===== config.mk =====
export PLATFORM = sky130hd
export DESIGN_NAME = uart_rx_ctrl
export DESIGN_NICKNAME = d
export VERILOG_FILES = /design/src/rtl/uart_pkg.sv /design/src/rtl/uart_rx_filter.sv /design/src/rtl/uart_rx_ctrl.sv
export SDC_FILE = /design/constraint.sdc
export NUM_CORES = 1
export LEC_CHECK = 0
export CAP_MARGIN = 20
export CORE_MARGIN = 5
export CORE_UTILIZATION = 48
export DETAILED_ROUTE_END_ITERATION = 12
export GPL_TIMING_DRIVEN = 0
export HOLD_SLACK_MARGIN = 0.12
export PLACE_DENSITY = 0.79
export SETUP_SLACK_MARGIN = 0.05
export SYNTH_ARGS = -nofsm -noshare
export SYNTH_HDL_FRONTEND = slang
export SYNTH_SLANG_ARGS = --single-unit
export TNS_END_PERCENT = 100

===== constraint.sdc =====
create_clock -name clk_in -period 1.41 [get_ports clk_in]
set_input_delay 0.141 -clock clk_in [delete_from_list [all_inputs] [get_ports clk_in]]
set_output_delay 0.141 -clock clk_in [all_outputs]
set_load 0.02 [all_outputs]

===== src/rtl/uart_pkg.sv =====
`default_nettype none
// ============================================================================
// uart_pkg : shared UART constants, receiver state encoding, clog2 helper
// Revision : 1.0
// ============================================================================
package uart_pkg;

    localparam int UART_CLKS_PER_BIT = 10;
    localparam int UART_DATA_BITS    = 8;

    localparam logic [1:0] ST_IDLE  = 2'd0;
    localparam logic [1:0] ST_START = 2'd1;
    localparam logic [1:0] ST_DATA  = 2'd2;
    localparam logic [1:0] ST_STOP  = 2'd3;

    typedef enum logic [1:0] {
        RX_IDLE  = ST_IDLE,
        RX_START = ST_START,
        RX_DATA  = ST_DATA,
        RX_STOP  = ST_STOP
    } rx_state_t;

    function automatic int clog2(input int value);
        int r;
        r = 0;
        for (int i = 0; i < 31; i++) begin
            if ((1 << i) < value) begin
                r = i + 1;
            end
        end
        return r;
    endfunction

endpackage
`default_nettype wire


===== src/rtl/uart_rx_filter.sv =====
`default_nettype none
// ============================================================================
// uart_rx_filter : rx_in synchroniser, 2-tap OR glitch filter, fall detect
// Revision       : 1.0
// ============================================================================
module uart_rx_filter #(
    parameter int SYNC_STAGES = 2
) (
    input  logic clk_in,
    input  logic rst_n,
    input  logic rx_in,
    output logic line,
    output logic fall_edge
);

    logic [SYNC_STAGES-1:0] sync;
    logic                   f1;
    logic                   f2;
    logic                   prev;

    // Everything presets to 1 so a reset never manufactures a start edge.
    always_ff @(posedge clk_in or negedge rst_n) begin
        if (!rst_n) begin
            sync <= '1;
            f1   <= 1'b1;
            f2   <= 1'b1;
            prev <= 1'b1;
        end else begin
            sync <= {sync[SYNC_STAGES-2:0], rx_in};
            f1   <= sync[SYNC_STAGES-1];
            f2   <= f1;
            prev <= line;
        end
    end

    assign line      = f1 | f2;
    assign fall_edge = prev & ~line;

endmodule
`default_nettype wire


===== src/rtl/uart_rx_ctrl.sv =====
`default_nettype none
// ============================================================================
// uart_rx_ctrl : UART receive sequencer with valid/ready byte holding register
// Revision     : 1.0
// ============================================================================
module uart_rx_ctrl
    import uart_pkg::*;
#(
    parameter int CLKS_PER_BIT = UART_CLKS_PER_BIT,
    parameter int DATA_BITS    = UART_DATA_BITS,
    parameter int SYNC_STAGES  = 2
) (
    input  logic                 clk_in,
    input  logic                 rst_n,
    input  logic                 rx_in,
    output logic [DATA_BITS-1:0] rx_data,
    output logic                 rx_valid,
    input  logic                 rx_ready,
    output logic                 frame_err,
    output logic                 overrun,
    output logic                 busy
);

    localparam int CW = clog2(CLKS_PER_BIT);
    localparam int IW = clog2(DATA_BITS);

    localparam logic [CW-1:0] BAUD_LAST = CW'(CLKS_PER_BIT - 1);
    localparam logic [CW-1:0] HALF_LAST = CW'(CLKS_PER_BIT / 2 - 1);
    localparam logic [IW-1:0] BIT_LAST  = IW'(DATA_BITS - 1);

    logic                 line;
    logic                 fall_edge;

    rx_state_t            state;
    rx_state_t            state_nxt;
    logic [CW-1:0]        baud_cnt;
    logic [CW-1:0]        baud_nxt;
    logic [IW-1:0]        bit_idx;
    logic [IW-1:0]        idx_nxt;
    logic [DATA_BITS-1:0] shift;
    logic [DATA_BITS-1:0] shift_nxt;
    logic                 good_pend;
    logic                 good_nxt;
    logic                 bad_pend;
    logic                 bad_nxt;

    uart_rx_filter #(
        .SYNC_STAGES (SYNC_STAGES)
    ) u_filter (
        .clk_in    (clk_in),
        .rst_n     (rst_n),
        .rx_in     (rx_in),
        .line      (line),
        .fall_edge (fall_edge)
    );

    always_ff @(posedge clk_in or negedge rst_n) begin
        if (!rst_n) begin
            state     <= RX_IDLE;
            baud_cnt  <= '0;
            bit_idx   <= '0;
            shift     <= '0;
            good_pend <= 1'b0;
            bad_pend  <= 1'b0;
        end else begin
            state     <= state_nxt;
            baud_cnt  <= baud_nxt;
            bit_idx   <= idx_nxt;
            shift     <= shift_nxt;
            good_pend <= good_nxt;
            bad_pend  <= bad_nxt;
        end
    end

    always_comb begin
        state_nxt = state;
        baud_nxt  = baud_cnt;
        idx_nxt   = bit_idx;
        shift_nxt = shift;
        good_nxt  = 1'b0;
        bad_nxt   = 1'b0;
        case (state)
            RX_IDLE: begin
                baud_nxt = '0;
                idx_nxt  = '0;
                if (fall_edge) begin
                    state_nxt = RX_START;
                end
            end
            RX_START: begin
                if (baud_cnt == HALF_LAST) begin
                    baud_nxt  = '0;
                    idx_nxt   = '0;
                    // Line back high at mid start bit: treat as noise.
                    state_nxt = line ? RX_IDLE : RX_DATA;
                end else begin
                    baud_nxt = baud_cnt + 1'b1;
                end
            end
            RX_DATA: begin
                if (baud_cnt == BAUD_LAST) begin
                    baud_nxt  = '0;
                    shift_nxt = {line, shift[DATA_BITS-1:1]};
                    if (bit_idx == BIT_LAST) begin
                        idx_nxt   = '0;
                        state_nxt = RX_STOP;
                    end else begin
                        idx_nxt = bit_idx + 1'b1;
                    end
                end else begin
                    baud_nxt = baud_cnt + 1'b1;
                end
            end
            RX_STOP: begin
                if (baud_cnt == BAUD_LAST) begin
                    baud_nxt  = '0;
                    state_nxt = RX_IDLE;
                    good_nxt  = line;
                    bad_nxt   = ~line;
                end else begin
                    baud_nxt = baud_cnt + 1'b1;
                end
            end
            default: begin
                state_nxt = RX_IDLE;
            end
        endcase
    end

    // Holding register: a new byte may replace an unread one only if the
    // consumer takes the old one in that same cycle.
    always_ff @(posedge clk_in or negedge rst_n) begin
        if (!rst_n) begin
            rx_data   <= '0;
            rx_valid  <= 1'b0;
            frame_err <= 1'b0;
            overrun   <= 1'b0;
        end else begin
            frame_err <= bad_pend;
            overrun   <= 1'b0;
            if (good_pend) begin
                if (!rx_valid || rx_ready) begin
                    rx_data  <= shift;
                    rx_valid <= 1'b1;
                end else begin
                    overrun <= 1'b1;
                end
            end else if (rx_valid && rx_ready) begin
                rx_valid <= 1'b0;
            end
        end
    end

    assign busy = (state != RX_IDLE);

endmodule
`default_nettype wire


## Word-level counts from Yosys, hierarchy flattened

Index checks and enable logic that the tools add are counted.

- Add/subtract/negate cells: 2
- Eq/ne operators: 12
- Mux-type cells: 23
- Bitwise operators: 3
- Reduce and logical (&&, ||, !) cells: 13

Operator list:

| kind | number |
|---|---|
| 2-bit 2-to-1 mux | 6 |
| 4-bit case mux with 3 select lines | 1 |
| 2-bit inequality test, second input constant | 5 |
| 1-bit 2-to-1 mux | 9 |
| 3-bit 2-to-1 mux | 3 |
| 3-bit case mux with 3 select lines | 1 |
| 4-bit 2-to-1 mux | 2 |
| 2-bit case mux with 4 select lines | 1 |
| 2-bit AND reduction | 3 |
| 5-bit AND reduction | 1 |
| 4-bit by 1-bit adder with 4-bit output, second input constant | 1 |
| 2-bit equality test, second input constant | 2 |
| 4-bit by 3-bit equality test with 1-bit output, second input constant | 1 |
| 4-bit equality test, second input constant | 1 |
| 2-bit nonzero test | 2 |
| 3-bit by 1-bit adder with 3-bit output, second input constant | 1 |
| 3-bit equality test, second input constant | 1 |
| 3-bit AND reduction | 1 |
| 3-bit nonzero test | 1 |
| 2-bit by 1-bit equality test with 1-bit output, second input constant | 1 |
| 2-bit logical NOT | 1 |
| 2-bit by 1-bit inequality test with 1-bit output, second input constant | 1 |
| 2-bit OR reduction | 1 |
| 1-bit bitwise AND | 1 |
| 5 further kinds | 5 |

- Flip-flop bits (word level): 35
- Bits of input ports: 4

## Depth between registers and ports, before layout

Gate-level depths: netlist (run 1).

- Depth after elaboration: 5
- Gate-level depth with buffers: 6

## By module

A second synthesis (run 1) with hierarchy kept.

- Cells, all modules: 101
- Area, all modules: 1443.9 um2

By module, submodules not included:

| module | instances | cells each | area each (um2) | sequential area each (um2) |
|---|---|---|---|---|
| uart_rx_ctrl | 1 | 94 | 1298.7 | 750.7 |
| uart_rx_filter | 1 | 7 | 145.1 | 131.4 |

## Worst setup path after synthesis (run 1)

No wires, ideal clock.

- Path type: register to register
- Start: register baud_cnt[1]
- End: register shift[0]
- Setup time: 0.125 ns
- Arrival: 1.422 ns
- Required time: 1.285 ns
- Path slack: -0.137 ns
- Stages on the path, launching flop included: 7
- Buffers on the path: 1
- Clock period less this slack: 1.547 ns
- Cell sequence: dfrtp_1 > inv_1 > ha_1 > and3b_4 > and3_4 > buf_6 > mux2_4

- Longest elaborated chain between the ends: 2

RTL lines:

| element | line | source |
|---|---|---|
| from (decl) | uart_rx_ctrl.sv:36 | `logic [CW-1:0] baud_cnt;` |
| from (signal assigned) | uart_rx_ctrl.sv:67 | `baud_cnt <= baud_nxt;` |
| 4-bit equality test | uart_rx_ctrl.sv:101 | `if (baud_cnt == BAUD_LAST) begin` |
| 2-bit AND reduction (no line) | - |  |
| to (signal assigned) | uart_rx_ctrl.sv:69 | `shift <= shift_nxt;` |
| to (decl) | uart_rx_ctrl.sv:40 | `logic [DATA_BITS-1:0] shift;` |

Every way passes these cells.
A chain may end at the register's enable or synchronous reset.

## Worst setup path after layout (run 1)

- Start: register baud_cnt[0]
- End: register bit_idx[0]

- Longest elaborated chain between the ends: 3

RTL lines:

| element | line | source |
|---|---|---|
| 4-bit equality test / 4-bit by 3-bit equality test with 1-bit output (equally long branches) | uart_rx_ctrl.sv:101, uart_rx_ctrl.sv:91 |  |
| 2-bit inequality test (no line) | - |  |
| 3-bit AND reduction (no line) (*) | - |  |
| to (signal assigned) | uart_rx_ctrl.sv:68 | `bit_idx <= idx_nxt;` |
| to (decl) | uart_rx_ctrl.sv:38 | `logic [IW-1:0] bit_idx;` |

Every way passes the cells marked *; elsewhere a longest branch is shown, timed or not.

==> results of run 1 <==
sequential cells by signal, summed over array words and instances, names as in the netlist, named ones only:
register / flops
u_filter.f1: 1
rx_data: 8
shift: 8
frame_err: 1
bad_pend: 1
u_filter.f2: 1
u_filter.sync: 2
good_pend: 1
bit_idx: 3
baud_cnt: 4
rx_valid: 1
overrun: 1
u_filter.prev: 1
state: 1
placed cells by master, fill, tap and decap left out, drive strengths merged, types with 3 or more instances in the layout:
cell type and count:
dfrtp 30, mux2 16, dlygate4sd2 11, nor2 9, clkbuf 8, inv 7, buf 7, dfstp 5
ha 5, nand2 3
kinds of logic after synthesis:
kind of cell / count (synthesis) / synth area share, %
flops: 35 / 62.39
simple gates: 25 / 10.18
mux: 16 / 14.60
buf+inv: 9 / 2.920
compound gates: 7 / 4.249
fa+ha+maj: 5 / 4.425
xor+xnor: 2 / 1.239
layer usage:
metal  GRT usage, %  routed length [um]
met3          5.079                 126
met4          5.344                  29
met5              0                   0
met1          13.98                 978
met2          20.02                1193
worst max-delay path, stage by stage (launching register included):
cell and delay, ns:
dfrtp_1 0.43, inv_1 0.07, ha_1 0.17, nor4bb_2 0.40
nor3_2 0.12, a22o_1 0.25
final cells by class:
cell class	count	share of cell area, %
sequential	35	50.04
multi-input combinational	55	29.72
timing repair buffer	21	11.18
clock buffer	7	2.548
tap	31	2.194
clock inverter	1	1.699
inverter	7	1.486
buffer	1	1.132
per-stage QoR:
stage	std cells	TNS, ns	power [mW]
4_1_cts	157	-1.609	2.394
3_3_place_gp	145	-16.08	1.645
3_5_place_dp	145	-3.064	1.665
5_1_grt	158	-2.189	2.611
6_report	158	-1.346	2.466
2_1_floorplan	99	-1.003	1.523
what timing repair did:
action,4_1_cts,5_1_grt
hold endpoints to repair,30,0
resized for setup,17,12
pin swaps,2,1
cloned,0,1
endpoints found under the setup margin,27,16
setup buffers,4,0
hold buffers,1,0
power groups by stage:
stage	Combinational, mW	Clock [mW]	Sequential, mW
after global placement	0.442	0	1.20
after CTS	0.478	0.702	1.21
after floorplan	0.337	0	1.19
after global routing	0.591	0.759	1.26
final	0.535	0.687	1.24
after detailed placement	0.457	0	1.21
worst max-delay path by stage:
stage / slack, ns / endpoint
floorplan: -0.13 / shift[0]$_DFFE_PN0P_
global placement: -0.43 / baud_cnt[1]$_DFF_PN0_
detailed placement: -0.25 / shift[0]$_DFFE_PN0P_
CTS: -0.15 / shift[3]$_DFFE_PN0P_
global route: -0.21 / bit_idx[0]$_DFFE_PN0P_
finish: -0.14 / bit_idx[0]$_DFFE_PN0P_
Yosys cell counts (2+ instances only):
master / instances / share of area (%)
dfrtp_1: 30 / 53
mux2_2: 8 / 6.4
a22o_1: 2 / 1.2
dfstp_2: 5 / 9.3
ha_1: 5 / 4.4
nor2_1: 9 / 2.4
inv_1: 7 / 1.9
nor3_1: 2 / 0.71
nand3_1: 2 / 0.71
nor2b_1: 2 / 0.88
nand2_1: 3 / 0.80
mux2_4: 7 / 7.4
==> impl_metrics.py, run 1 <==
metrics = {
    "sta": {
        "finalHoldViolCount": 0,
        "setup_ws_ns": -0.1431,
        "setup_violations": 15,
        "fmax_ghz": 0.6439,
        "worst_pin_slew_ns": 0.7397,
        "fin_skew_ns": 0.01543,
        "slew_headroom_pct": 50.69,
        "period_needed_ns": 1.553,
        "whs_ns": 0.2158,
        "slew_violations": 0,
        "min_period_over_period_pct": 110.1,
        "rsz0062_at_grt": "yes",
    },
    "hold_path": {
        "hp-class": "in2reg",
        "holdPathStages": 1,
        "hold_start": "rx_in",
        "hold_path_end": "u_filter.sync[0]$_DFF_PN1_",
    },
    "worst_setup_path": {
        "regToRegStartpoint": "baud_cnt[0]$_DFF_PN0_",
        "cp-startpoint": "baud_cnt[0]$_DFF_PN0_",
        "crit_path_start_kind": "register",
        "reg2regPathDepth": 5,
        "end_kind": "register",
        "worstPathMaxFanout": 3,
        "required_ns": 1.62,
        "arrival_ns": 1.76,
        "path_class": "reg2reg",
        "r2r_setup_slack_ns": -0.14,
        "r2r-end": "bit_idx[0]$_DFFE_PN0P_",
    },
    "final_layout": {
        "post-route-util_pct": 63.56,
        "seq_area_um2": 884.6,
        "diodes": 0,
        "multi_input_area_um2": 525.5,
        "fillers": 213,
        "stdcell_area_um2": 1768,
        "area_delta_synth_final_pct": 25.04,
        "fin_nets": 135,
        "drive_above_1_share_pct": 36.22,
    },
    "placement": {
        "numPortBuffers": 15,
        "dpl_cell_area_um2": 1602,
        "gp_congestion": 0.7392,
        "dpl_worst_slack_ns": -0.2482,
        "dp_hpwl_um": 1516,
    },
    "yosys": {
        "synth_ff_type": "dfrtp_1",
        "async_flop_share_pct": 100.0,
        "synth_area_um2": 1414,
        "ys_seq_area_share_pct": 62.39,
        "syn_area_per_cell_um2": 14.28,
        "synth_cell_type_count": 29,
        "yosysWarnings": 0,
        "synthCells": 99,
        "syn_nets": 108,
        "ys_ff_latch": 35,
        "synth_edf_count": 0,
    },
    "die": {
        "dieArea_um2": 4131,
        "die_w_um": 64.27,
        "row_count": 19,
        "die_y_um": 64.27,
        "start_util_pct": 50.83,
        "core-area_um2": 2781,
        "ios": 16,
    },
    "power": {
        "power_density_nw_per_um2": 1395,
        "pwr-share-clk_pct": 27.9,
        "seq_power_share_pct": 50.4,
        "p_sw_uw": 707.3,
        "swShare_pct": 28.69,
        "p_int_mw": 1.758,
        "pwr-share-comb_pct": 21.7,
        "power.leakage_nw": 0.8923,
        "ir_worst_vdd_mv": 1.103,
    },
    "run": {
        "cap_violations": 0,
    },
    "drt": {
        "ant_nets": 0,
        "drt_iter0_drc": 16,
        "routedWlPerCell_um": 14.73,
        "drt_pre_antenna_iters": 4,
        "drt-vias-per-instance": 5.203,
        "drt_wl_total_um": 2327,
        "dr_total_vias": 822,
        "drc_errors": 0,
    },
    "clocking": {
        "clkSinkCount": 35,
        "clockRootBuffer": "clkbuf_4",
        "cts.path.max_buffers": 2,
        "cts_tree": "built",
        "ctsHtreeMaxLevel": 2,
        "cts_made_buffers": 5,
        "clk_pin_slew_worst_paths_ns": 0.10,
        "worstSkewPairLatency_ns": 0.33,
    },
    "grt": {
        "grt_max_degree": 36,
        "track_usage_pct": 12.25,
        "grt_pass1_vias": 881,
        "grt-ovfl-total": 0,
        "antenna_found_initial": 0,
        "grt_first_pass_wirelength_um": 3939,
    },
    "outcome": {
        "outcome": "finished, violations left",
        "violations": "setup timing",
    },
}
No activity file was read; power rests on OpenSTA's default activity.
==> run 2: changes to the inputs <==
--- a/config.mk
+++ b/config.mk
@@ -6,12 +6,12 @@
 export NUM_CORES = 1
 export LEC_CHECK = 0
 export CAP_MARGIN = 20
-export CORE_MARGIN = 5
 export CORE_UTILIZATION = 48
 export DETAILED_ROUTE_END_ITERATION = 12
 export GPL_TIMING_DRIVEN = 0
 export HOLD_SLACK_MARGIN = 0.12
 export PLACE_DENSITY = 0.79
+export RECOVER_POWER = 25
 export SETUP_SLACK_MARGIN = 0.05
 export SYNTH_ARGS = -nofsm -noshare
 export SYNTH_HDL_FRONTEND = slang
==> constraint.sdc (replaced) <==
create_clock -name clk_in -period 1.41 [get_ports clk_in]
set_input_delay 0.423 -clock clk_in [delete_from_list [all_inputs] [get_ports clk_in]]
set_output_delay 0.423 -clock clk_in [all_outputs]
set_load 0.02 [all_outputs]
==> run 2 against run 1 <==
Effect of this change: the flow still finishes with violations (setup timing); sequential power about the same; cell area up 3.1%; clock power rose by 7.4%; critical path depth grew 1; combinational power up 43%; wire length is 1.3% lower; critical path type unchanged; die area shrank 23%.
==> impl_metrics.py, run 2 (synthesized netlist as in run 1, its figures left out) <==
metrics = {
    "outcome": {
        "outcome": "finished, violations left",
        "violations": "setup timing",
    },
    "grt": {
        "track_usage_pct": 16.05,
        "grt_pass1_vias": 868,
        "grt_max_degree": 36,
        "grt-ovfl-total": 0,
        "grt_first_pass_wirelength_um": 3801,
        "antenna_found_initial": 0,
    },
    "final_layout": {
        "area_delta_synth_final_pct": 28.94,
        "post-route-util_pct": 65.54,
        "final_cells": 167,
        "top_regs": "rx_data x8, shift x8, baud_cnt x4",
        "layout_common_cells": "dfrtp_1 (28), buf_4 (12), buf_2 (11), nor2_1 (8), mux2_2 (8)",
        "diodes": 0,
        "fin_nets": 144,
        "layout_commonest_cell": "dfrtp_1",
        "drive_above_1_share_pct": 52.21,
    },
    "power": {
        "p_int_mw": 1.950,
        "p_sw_uw": 763.4,
        "swShare_pct": 28.13,
        "finalPower_mw": 2.713,
        "power_density_nw_per_um2": 1488,
        "seq_power_share_pct": 44.6,
        "pwr-share-clk_pct": 27.2,
        "ir_worst_vdd_mv": 1.222,
        "power.leakage_nw": 0.9225,
        "pwr-share-comb_pct": 28.2,
    },
    "die": {
        "core-area_um2": 2781,
        "die_w_um": 56.27,
        "dieArea_um2": 3166,
        "ios": 16,
        "row_count": 19,
        "start_util_pct": 50.83,
        "die_y_um": 56.27,
    },
    "drt": {
        "ant_nets": 0,
        "drt_pre_antenna_iters": 4,
        "routedWlPerCell_um": 13.75,
        "drc_errors": 0,
        "drt-vias-per-instance": 5.246,
        "drt_iter0_drc": 28,
        "dr_total_vias": 876,
        "drt_wl_total_um": 2297,
    },
    "worst_setup_path": {
        "r2r-end": "shift[4]$_DFFE_PN0P_",
        "path_class": "reg2reg",
        "required_ns": 1.64,
        "worstPathMaxFanout": 5,
        "r2r_setup_slack_ns": -0.15,
        "arrival_ns": 1.79,
        "reg2regPathDepth": 6,
        "end_kind": "register",
        "regToRegStartpoint": "baud_cnt[1]$_DFF_PN0_",
        "crit_path_start_kind": "register",
    },
    "clocking": {
        "clockRootBuffer": "clkbuf_4",
        "worstSkewPairLatency_ns": 0.33,
        "cts_made_buffers": 5,
        "cts.path.max_buffers": 2,
        "cts_tree": "built",
        "clkSinkCount": 35,
        "ctsHtreeMaxLevel": 2,
        "clk_pin_slew_worst_paths_ns": 0.10,
        "cts_hold_buf": 0,
    },
    "sta": {
        "fmax_ghz": 0.6393,
        "min_period_over_period_pct": 110.9,
        "finalHoldViolCount": 0,
        "fin_skew_ns": 0.008963,
        "rsz0062_at_grt": "yes",
        "worst_pin_slew_ns": 0.8165,
        "setup_tns_ns": -1.802,
        "setup_ws_ns": -0.1542,
        "setup_violations": 17,
        "slew_headroom_pct": 45.56,
        "slew_violations": 0,
        "period_needed_ns": 1.564,
    },
    "hold_path": {
        "hp-class": "in2async",
    },
    "placement": {
        "dp_cells": 145,
        "numPortBuffers": 15,
        "dp_hpwl_um": 1457,
        "dpl_worst_slack_ns": -0.4176,
        "gp_congestion": 0.8039,
    },
    "run": {
        "cap_violations": 0,
    },
}
==> run 2: changes by cell type in the layout (fill, tap and decap cells not counted), sizes merged <==
cell,previous run,this run
clkdlybuf4s50,2,1
dlygate4sd2,11,0
clkinv,0,1
buf,7,28
clkbuf,8,7
==> run 2: critical path: stages (launching register included) <==
cell and delay, ns:
dfrtp_1 0.40, inv_2 0.08, ha_4 0.13, and3b_4 0.19
and3_4 0.23, buf_8 0.13, mux2_4 0.30
==> run 2: cell type report <==
class                      instances  area (um2)
buffer                             1       15.01
clock buffer                       6       51.30
clock inverter                     2       35.03
multi-input combinational         55       540.5
fill                             226       958.4
timing repair buffer              30       231.5
inverter                           7       26.28
sequential                        35       884.6
tap                               31       38.79
==> run 2: per-stage QoR <==
| stage | hold slack [ns] | instance area [um2] |
|---|---|---|
| floorplan | 0.1274 | 1418 |
| global placement | 0.3335 | 1607 |
| detailed placement | 0.3442 | 1602 |
| finish | 0.1625 | 1823 |
| CTS | 0.1458 | 1739 |
| global route | 0.2278 | 1823 |
==> run 2: worst max-delay path by stage <==
stage	start	end
3_5_place_dp	register	busy
4_1_cts	baud_cnt[1]$_DFF_PN0_	shift[0]$_DFFE_PN0P_
5_1_grt	baud_cnt[1]$_DFF_PN0_	shift[6]$_DFFE_PN0P_
6_report	baud_cnt[1]$_DFF_PN0_	shift[4]$_DFFE_PN0P_
3_3_place_gp	rst_n	baud_cnt[1]$_DFF_PN0_
2_1_floorplan	baud_cnt[1]$_DFF_PN0_	shift[0]$_DFFE_PN0P_
==> run 2: what timing repair did <==
item / 4_1_cts / 5_1_grt
cloned: 1 / 0
setup buffers: 7 / 8
resized for setup: 59 / 10
endpoints found under the setup margin: 35 / 19
pin swaps: 4 / 4
==> run 2: power groups by stage <==
stage,logic (mW),clock network (mW),registers (mW)
finish,0.765,0.738,1.21
global route,0.847,0.799,1.23
CTS,0.571,0.763,1.21
detailed placement,0.455,0,1.21
global placement,0.441,0,1.20
floorplan,0.337,0,1.19
==> run 2: layer usage <==
layer	global-route usage, %	vias up	routed length, um	share of wire (%)
met3	6.221	5	101	4.4
li1	-	416	-	-
met1	18.86	437	971	42
met4	6.272	0	33	1.4
met2	26.53	18	1191	52
met5	0	-	0	0
==> run 3: changes to the inputs <==
==> constraint.sdc (replaced) <==
create_clock -name clk_in -period 1.4 [get_ports clk_in]
set_input_delay 0.42 -clock clk_in [delete_from_list [all_inputs] [get_ports clk_in]]
set_output_delay 0.42 -clock clk_in [all_outputs]
set_load 0.02 [all_outputs]
==> run 3 against run 2 <==
Effect of this change: the flow still finishes with violations (setup timing); die area did not move; clock skew did not move; critical path type unchanged; cell count did not move.
==> impl_metrics.py, run 3 (synthesized netlist as in run 1, its figures left out) <==
metrics = {
    "final_layout": {
        "fin_nets": 144,
        "stdcell_area_um2": 1829,
        "final_cells": 167,
        "fillers": 225,
        "area_delta_synth_final_pct": 29.38,
        "top_regs": "rx_data x8, shift x8, baud_cnt x4",
        "layout_common_cells": "dfrtp_1 (28), buf_4 (12), buf_2 (10), nor2_1 (8), mux2_2 (8)",
        "layout_commonest_cell": "dfrtp_1",
        "diodes": 0,
        "post-route-util_pct": 65.77,
        "drive_above_1_share_pct": 52.21,
    },
    "die": {
        "die_w_um": 56.27,
        "start_util_pct": 50.83,
        "core-area_um2": 2781,
        "row_count": 19,
        "die_y_um": 56.27,
        "dieArea_um2": 3166,
        "ios": 16,
    },
    "placement": {
        "dp_cells": 145,
        "gp_congestion": 0.8039,
        "dp_hpwl_um": 1457,
        "numPortBuffers": 15,
        "dpl_cell_area_um2": 1602,
    },
    "clocking": {
        "cts_made_buffers": 5,
        "clk_pin_slew_worst_paths_ns": 0.10,
        "cts_hold_buf": 0,
        "clockRootBuffer": "clkbuf_4",
        "ctsHtreeMaxLevel": 2,
        "cts.path.max_buffers": 2,
        "clkSinkCount": 35,
        "worstSkewPairLatency_ns": 0.33,
        "cts_tree": "built",
    },
    "power": {
        "ir_worst_vdd_mv": 1.231,
        "power.leakage_nw": 0.9231,
        "power_density_nw_per_um2": 1494,
        "finalPower_mw": 2.733,
    },
    "sta": {
        "fmax_ghz": 0.6393,
        "period_needed_ns": 1.564,
        "whs_ns": 0.1595,
        "finalHoldViolCount": 0,
        "min_period_over_period_pct": 111.7,
        "worst_pin_slew_ns": 0.8165,
        "slew_headroom_pct": 45.57,
        "rsz0062_at_grt": "yes",
        "fin_skew_ns": 0.008963,
        "setup_ws_ns": -0.1642,
        "slew_violations": 0,
        "setup_violations": 17,
    },
    "worst_setup_path": {
        "arrival_ns": 1.79,
        "crit_path_start_kind": "register",
        "required_ns": 1.63,
        "worstPathMaxFanout": 5,
        "path_class": "reg2reg",
        "end_kind": "register",
    },
    "drt": {
        "dr_total_vias": 876,
        "drt-vias-per-instance": 5.246,
        "routedWlPerCell_um": 13.74,
        "drt_wl_total_um": 2295,
        "drc_errors": 0,
        "ant_nets": 0,
        "drt_pre_antenna_iters": 4,
        "drt_iter0_drc": 32,
    },
    "grt": {
        "grt-ovfl-total": 0,
        "grt_first_pass_wirelength_um": 3801,
        "grt_max_degree": 36,
        "grt_pass1_vias": 868,
        "antenna_found_initial": 0,
        "track_usage_pct": 16.05,
    },
    "outcome": {
        "violations": "setup timing",
        "outcome": "finished, violations left",
    },
    "hold_path": {
        "hp-class": "in2async",
    },
    "run": {
        "cap_violations": 0,
    },
}
run 3: final cells by class:
cell class	instances	area [um2]	share of cell area (%)
Clock inverter	2	35.03	1.915
Clock buffer	6	51.30	2.804
Multi-Input combinational cell	55	540.5	29.55
Buffer	1	15.01	0.8208
Tap cell	31	38.79	2.120
Inverter	7	26.28	1.436
Sequential cell	35	884.6	48.36
Timing Repair Buffer	30	237.7	13.00
run 3: through the flow:
step | worst slack, ns | TNS (ns)
6_report | -0.1642 | -1.969
3_5_place_dp | -0.4246 | -5.883
2_1_floorplan | -0.1382 | -1.113
3_3_place_gp | -0.7216 | -29.12
4_1_cts | -0.1601 | -1.912
5_1_grt | -0.2130 | -2.809
run 3: final timing paths:
kind	start	to	slack [ns]	cells past startpoint
max	baud_cnt[1]$_DFF_PN0_	shift[4]$_DFFE_PN0P_	-0.16	6
min	rst_n	rx_data[0]$_DFFE_PN0P_	0.16	1
max reg2reg	baud_cnt[1]$_DFF_PN0_	shift[4]$_DFFE_PN0P_	-0.16	6
min reg2reg	u_filter.sync[1]$_DFF_PN1_	u_filter.f1$_DFF_PN1_	0.36	0
max in group asynchronous	rst_n	async pin	0.67	1
min in group clk_in	u_filter.sync[1]$_DFF_PN1_	u_filter.f1$_DFF_PN1_	0.36	0
run 3: where the power goes:
part	total [mW]	internal [mW]	switching (mW)
Clock	0.743	0.422	0.321
Sequential	1.22	1.11	0.105
Combinational	0.771	0.428	0.342
Total	2.73	1.96	0.769
run 3: routing by layer:
metal	GRT usage [%]	vias up	routed length, um
li1	-	416	-
met1	18.86	437	971
met2	26.53	18	1191
met3	6.221	5	99
met4	6.272	0	33
met5	0	-	0
run 3: critical path, stage by stage, from the launching register on:
cell	delay (ns)
dfrtp_1	0.40
inv_2	0.08
ha_4	0.13
and3b_4	0.19
and3_4	0.23
buf_8	0.13
mux2_4	0.30
run 3: timing repair:
item | in CTS | in global routing
pin swaps | 4 | 4
hold endpoints to repair | 0 | 0
setup endpoints to repair | 35 | 28
cloned | 1 | 0
buffers inserted | 7 | 8
gates resized for setup | 59 | 12
